<file path="config.mk">
export PLATFORM = sky130hd
export DESIGN_NAME = onehot_decoder_seq
export DESIGN_NICKNAME = d
export VERILOG_FILES = /design/src/rtl/onehot_pkg.sv /design/src/rtl/onehot_decoder_seq.sv
export SDC_FILE = /design/constraint.sdc
export NUM_CORES = 1
export LEC_CHECK = 0
export CAP_MARGIN = 20
export CORE_MARGIN = 2
export CORE_UTILIZATION = 32
export CTS_BUF_LIST = sky130_fd_sc_hd__clkbuf_8 sky130_fd_sc_hd__clkbuf_16
export CTS_CLUSTER_DIAMETER = 30
export DETAILED_ROUTE_END_ITERATION = 8
export GPL_TIMING_DRIVEN = 0
export MAX_ROUTING_LAYER = met4
export PLACE_DENSITY_LB_ADDON = 0.08
export SYNTH_ARGS = -nofsm -noshare
export SYNTH_HDL_FRONTEND = slang
export SYNTH_SLANG_ARGS = --single-unit
</file>
<file path="constraint.sdc">
create_clock -name clk -period 3.8 [get_ports clk]
set_clock_uncertainty 0.2 [all_clocks]
set_input_delay 0.76 -clock clk [delete_from_list [all_inputs] [get_ports clk]]
set_output_delay 0.76 -clock clk [all_outputs]
set_load 0.1 [all_outputs]
</file>
<file path="src/rtl/onehot_pkg.sv">
// Shared types and helpers for the one-hot encoder/decoder family.
// Holds the decoder state encoding, default widths and a code-to-one-hot helper.
package onehot_pkg;

    localparam int DEF_IN_W   = 2;
    localparam int DEF_HOLD_W = 4;
    localparam int DEF_OUT_W  = 1 << DEF_IN_W;

    typedef enum logic [1:0] {
        IDLE  = 2'd0,
        DRIVE = 2'd1,
        GAP   = 2'd2
    } state_t;

    // One-hot value of a default-width code; usable as a reference by encoder benches.
    function automatic logic [DEF_OUT_W-1:0] onehot_of(input logic [DEF_IN_W-1:0] code);
        logic [DEF_OUT_W-1:0] v;
        v       = '0;
        v[code] = 1'b1;
        return v;
    endfunction

endpackage

</file>
<file path="src/rtl/onehot_decoder_seq.sv">
// Sequenced binary-to-one-hot decoder: drives one line for a programmed hold, then a guard cycle.
// Optional even-parity check on the code when ONEHOT_DECODER_PARITY_EN is defined (adds in_par, err).
//
// state | meaning
// IDLE  | waiting for a code; in_ready follows en
// DRIVE | one-hot line asserted, hold counter running down
// GAP   | single all-zero guard cycle before the next accept
module onehot_decoder_seq
    import onehot_pkg::*;
#(
    parameter int IN_W   = DEF_IN_W,
    parameter int HOLD_W = DEF_HOLD_W
) (
    input  logic                 clk,
    input  logic                 rst_n,
    input  logic                 en,
    input  logic                 in_valid,
    output logic                 in_ready,
    input  logic [IN_W-1:0]      in_code,
    input  logic [HOLD_W-1:0]    hold_cycles,
    output logic [(1<<IN_W)-1:0] out_onehot,
    output logic                 out_valid,
    output logic                 busy
`ifdef ONEHOT_DECODER_PARITY_EN
    ,
    input  logic                 in_par,
    output logic                 err
`endif
);

    localparam int OUT_W = 1 << IN_W;

    state_t             r_state;
    state_t             w_state_nx;
    logic [HOLD_W-1:0]  r_cnt;
    logic [HOLD_W-1:0]  w_cnt_nx;
    logic [HOLD_W-1:0]  w_hold_eff;
    logic [IN_W-1:0]    r_code;
    logic [IN_W-1:0]    w_code_nx;
    logic [OUT_W-1:0]   r_onehot;
    logic [OUT_W-1:0]   w_onehot_nx;
    logic               r_valid;
    logic               w_valid_nx;
    logic               r_busy;
    logic               w_busy_nx;
    logic               w_accept;
    logic               w_par_ok;
`ifdef ONEHOT_DECODER_PARITY_EN
    logic               r_err;
    logic               w_err_nx;
`endif

    // Gated by rst_n so the source never sees a handshake while the block is held in reset.
    assign in_ready   = rst_n & en & (r_state == IDLE);
    assign w_accept   = in_valid & in_ready;
    assign w_hold_eff = (hold_cycles == '0) ? HOLD_W'(1) : hold_cycles;

`ifdef ONEHOT_DECODER_PARITY_EN
    assign w_par_ok = ~^{in_code, in_par};
`else
    assign w_par_ok = 1'b1;
`endif

    always_comb begin
        w_state_nx  = r_state;
        w_cnt_nx    = r_cnt;
        w_code_nx   = r_code;
        w_onehot_nx = '0;
        w_valid_nx  = 1'b0;
        w_busy_nx   = 1'b0;
`ifdef ONEHOT_DECODER_PARITY_EN
        w_err_nx    = 1'b0;
`endif
        case (r_state)
            IDLE: begin
                if (w_accept) begin
                    w_code_nx = in_code;
                    if (w_par_ok) begin
                        w_state_nx  = DRIVE;
                        w_cnt_nx    = w_hold_eff;
                        w_onehot_nx = OUT_W'(1) << in_code;
                        w_valid_nx  = 1'b1;
                        w_busy_nx   = 1'b1;
                    end else begin
`ifdef ONEHOT_DECODER_PARITY_EN
                        w_err_nx = 1'b1;
`endif
                    end
                end
            end
            DRIVE: begin
                if (!en) begin
                    w_state_nx = IDLE;
                    w_cnt_nx   = '0;
                end else if (r_cnt <= HOLD_W'(1)) begin
                    w_state_nx = GAP;
                    w_cnt_nx   = '0;
                    w_busy_nx  = 1'b1;
                end else begin
                    w_cnt_nx    = r_cnt - HOLD_W'(1);
                    w_onehot_nx = OUT_W'(1) << r_code;
                    w_valid_nx  = 1'b1;
                    w_busy_nx   = 1'b1;
                end
            end
            GAP: begin
                w_state_nx = IDLE;
            end
            default: begin
                w_state_nx = IDLE;
                w_cnt_nx   = '0;
            end
        endcase
    end

    always_ff @(posedge clk or negedge rst_n) begin
        if (!rst_n) begin
            r_state  <= IDLE;
            r_cnt    <= '0;
            r_code   <= '0;
            r_onehot <= '0;
            r_valid  <= 1'b0;
            r_busy   <= 1'b0;
        end else begin
            r_state  <= w_state_nx;
            r_cnt    <= w_cnt_nx;
            r_code   <= w_code_nx;
            r_onehot <= w_onehot_nx;
            r_valid  <= w_valid_nx;
            r_busy   <= w_busy_nx;
        end
    end

`ifdef ONEHOT_DECODER_PARITY_EN
    always_ff @(posedge clk or negedge rst_n) begin
        if (!rst_n) begin
            r_err <= 1'b0;
        end else begin
            r_err <= w_err_nx;
        end
    end

    assign err = r_err;
`endif

    assign out_onehot = r_onehot;
    assign out_valid  = r_valid;
    assign busy       = r_busy;

endmodule

</file>
== Word-level counts from Yosys, hierarchy flattened ==
Cells that the tools add are included.

* Logic and storage cells: 42
* Input port bits: 10
* Bits in registers: 14
* Output and inout port bits: 7

* Order comparisons: 1
* Shifts and indexed selects: 2
* Mux-type cells: 19
* Equality and inequality tests: 4
* Reduce and logical (&&, ||, !) cells: 5
* $add $sub $neg: 1
* Bitwise logic cells: 4

{| class="wikitable"
|+ Operators with widths
! cell !! number
|-
| 4-bit two-way mux || 7
|-
| 4-bit one-hot mux with 3 select lines || 1
|-
| 4-bit one-hot mux with 2 select lines || 1
|-
| 1-bit by 2-bit left shift with 4-bit output (first input constant) || 2
|-
| 2-bit two-way mux || 3
|-
| 2-bit AND reduction || 3
|-
| 4-bit by 1-bit less-or-equal comparator with 1-bit output (second input constant) || 1
|-
| 4-bit logical NOT || 1
|-
| 1-bit two-way mux || 4
|-
| 1-bit one-hot mux with 2 select lines || 2
|-
| 2-bit one-hot mux with 2 select lines || 1
|-
| 4-bit by 1-bit subtractor with 4-bit output (second input constant) || 1
|-
| 1-bit AND || 3
|-
| 3-bit != test (second input constant) || 1
|-
| 2-bit by 1-bit == test with 1-bit output (second input constant) || 1
|-
| 2-bit == test (second input constant) || 1
|-
| 2-bit logical NOT || 1
|-
| 2-bit != test (second input constant) || 1
|-
| 1-bit NOT || 1
|}

== Depth between registers and ports, before layout ==
* Depth in word-level cells: 5
* Depth in mapped cells: 5
* Mapped depth without buffers: 5

== Worst setup path before layout ==
OpenSTA, ideal clock, no wires.

* Kind: input to output
* Start point: input rst_n
* End point: output in_ready
* Arrival: 1.356 ns
* Required time: 2.840 ns
* Path slack: 1.484 ns
* Buffers on the path: 1
* Cell stages on the path: 2
* Cells stage by stage: nor4bb_1 buf_4

* Word-level cells in the longest chain between the ends: 2

{| class="wikitable"
|+ Ends and longest elaborated chain
! what !! RTL line !! RTL
|-
| start: declaration || onehot_decoder_seq.sv:15 || <nowiki>input logic rst_n,</nowiki>
|-
| 1-bit AND (2 in series) || onehot_decoder_seq.sv:54 || <nowiki>assign in_ready = rst_n & en & (r_state == IDLE);</nowiki>
|-
| end: declaration || onehot_decoder_seq.sv:18 || <nowiki>output logic in_ready,</nowiki>
|}

No other way between the ends.

== Final worst setup path ==
Same ends and word-level chain as after synthesis.

==> results.yml <==
clocking:
  cts_htree_levels: 1
  cts_sinks: 14
  cts_buffers: 3
  cts_setup_buffers: 0
  clk_latency_ns: 0.25
  path_clk_slew_ns: 0.06
  cts-root-buf: "clkbuf_8"
  max-clock-path-buffers: 2
  cts_tree: "yes"
  postCtsHoldBufs: 0
drt:
  vias: 543
  avgViaCountPerCell: 5.03
  drt-pass1-iter-count: 4
  ant_nets: 0
  finalWirelength_um: 1430
  drcViolationCount: 0
  drtIter0Drc: 16
  avgRoutedWirePerCell_um: 13.2
placement:
  place_ws_ns: -0.582
  dp_hpwl_um: 1000
  dp_cells: 104
  gp_congestion: 0.746
  place_area_um2: 873
  io_buffers: 16
power:
  power.density_mw_per_mm2: 578
  vdd_ir_drop_max_mv: 0.287
  p_leak_nw: 0.436
  total_power_mw: 0.537
synth:
  ys_seq_elements: 14
  syn_inst: 61
  yosysWarnings: 0
  synth_cell_types: 27
  synth.cell_area_um2: 679
  ys_seq_area_frac: 0.516
  avgSynthCellArea_um2: 11.1
  syn_nets: 73
sta:
  setup_viol: 0
  hold_viol_final: 0
  fin_crit_sh: 0.926
  fmax_mhz: 284
  relSlewSlack: 0.348
  fin_crit_ns: 3.52
  setup_ws_ns: 0.282
  rsz0062_at_grt: "no"
  maxSlewViolCount: 0
  tightestPinTransition_ns: 0.975
floorplanning:
  die_area_mm2: 0.00251
  fp.dieW_um: 50.1
  coreArea_mm2: 0.00198
  start_util: 0.343
  io_pins: 17
  die_y_um: 50.1
  placement_rows: 16
worst_setup_path:
  arrival_ns: 2.56
  slowest_delay_ns: 0.64
  cp_max_fo: 16
  slowest_stage: "dlygate4sd2_1"
  critical_path_required_ns: 2.84
  ff2ff_setup_slack_ns: 2.10
  critPathCaptureType: "output pin"
  startpoint_type: "primary input"
  cp_cell_sequence: "dlygate4sd2_1 > nor4bb_1 > buf_4 > clkdlybuf4s15_2"
  path_class: "primary input to output pin"
global_route:
  grt_pass1_vias: 522
  top_usage_layer: "met1"
  grt_max_degree: 17
  met3_usage: 0.0303
  grt_pass1_wl_um: 2420
  grtUsageMet2: 0.180
  met1_usage: 0.185
  grt_usage: 0.136
  antenna_found_initial: 0
  grt-ovfl-total: 0
finish:
  fin_area_um2: 928
  fillers: 192
  drive_above_1_share: 0.123
  layout_common_cells: "dfrtp_1 (14), clkdlybuf4s50_1 (14), inv_1 (7)"
  n_antenna_cell: 0
  fin_cells: 108
  finalNetCount: 94
  areaGrowthSynthToFinish_pct: 36.6
flow_run:
  maxCapViolCount: 0
worst_hold_path:
  hold_class: "register to register"
outcome:
  status: "finished clean"
## synth_stat cells
library cell / number / area (um^2)
nand3b_1: 1 / 7.51
nor4bb_1: 1 / 10.0
a211o_1: 1 / 8.76
dfrtp_1: 14 / 350
mux2i_1: 1 / 10.0
inv_1: 7 / 26.3
a21bo_1: 1 / 10.0
nor4_1: 1 / 6.26
o32ai_1: 4 / 35.0
and3_2: 1 / 7.51
nor2_1: 2 / 7.51
nand4b_1: 1 / 8.76
nand2_4: 1 / 11.3
nand3_1: 4 / 20.0
nand2_1: 5 / 18.8
ha_1: 2 / 25.0
o2111ai_1: 1 / 8.76
or2_2: 1 / 6.26
and3b_1: 1 / 8.76
a2bb2oi_1: 1 / 8.76
o31ai_4: 1 / 21.3
nand2b_1: 1 / 6.26
o2bb2ai_1: 1 / 8.76
buf_4: 1 / 7.51
o211ai_1: 1 / 7.51
nor3_1: 3 / 15.0
o221ai_1: 2 / 17.5
## path summary, 6_finish.rpt
kind                           start       endpoint  cells past startpoint
max in group asynchronous      rst_n  out_onehot[3]                      1
setup reg to reg            r_cnt[0]  out_onehot[2]                      5
hold / removal             r_code[1]  out_onehot[1]                      1
setup / recovery               rst_n       in_ready                      4
hold reg to reg            r_code[1]  out_onehot[1]                      1
min in group asynchronous      rst_n       r_cnt[1]                      1
## worst max-delay path, delay by kind of cell
family | cells | cell delay [ns]
simple gates | 1 | 0.38
buf+inv | 3 | 1.41
## cells by family after synthesis
logic type	count (synthesis)	synth area share
and+or+nand+nor	23	0.197
DFF	14	0.516
AOI/OAI and AO/OA	13	0.186
buffers and inverters	8	0.0497
adders and majority gates	2	0.0368
muxes	1	0.0147
## area by class of cell
type	instances	area (um^2)	share of cell area
Inverter	7	26.3	0.0283
Multi-Input combinational cell	39	295	0.318
Timing Repair Buffer	16	160	0.173
Tap cell	27	33.8	0.0364
Clock buffer	4	55.1	0.0593
Sequential cell	14	350	0.377
Buffer	1	7.51	0.00809
## registers in the layout, summed over array words and instances, names as in the netlist
name,flops
busy,1
r_cnt,4
out_valid,1
r_code,2
out_onehot,4
r_state,2
## power by group
group / switching (mW) / internal (mW)
registers: 0.0325 / 0.180
clock network: 0.0557 / 0.0918
logic: 0.115 / 0.0618
total: 0.203 / 0.333
## per-layer routing
layer,part of all wire,vias up
li1,-,268
met3,0.057,2
met2,0.42,16
met4,0.0091,0
met1,0.51,257
met5,0,-
## stage by stage
stage | setup TNS (ns) | util | hold WS, ns
floorplan | 0 | - | 0.264
detailed placement | -0.582 | 0.441 | 0.306
CTS | 0 | 0.468 | 0.316
global placement | -0.623 | 0.441 | 0.306
global route | 0 | 0.468 | 0.354
finish | 0 | 0.468 | 0.317
## repair_timing
action,4_1_cts,5_1_grt
resized for setup,4,0
endpoints found under the hold margin,0,0
endpoints found under the setup margin,1,0
(Power assumes the default switching activity.)
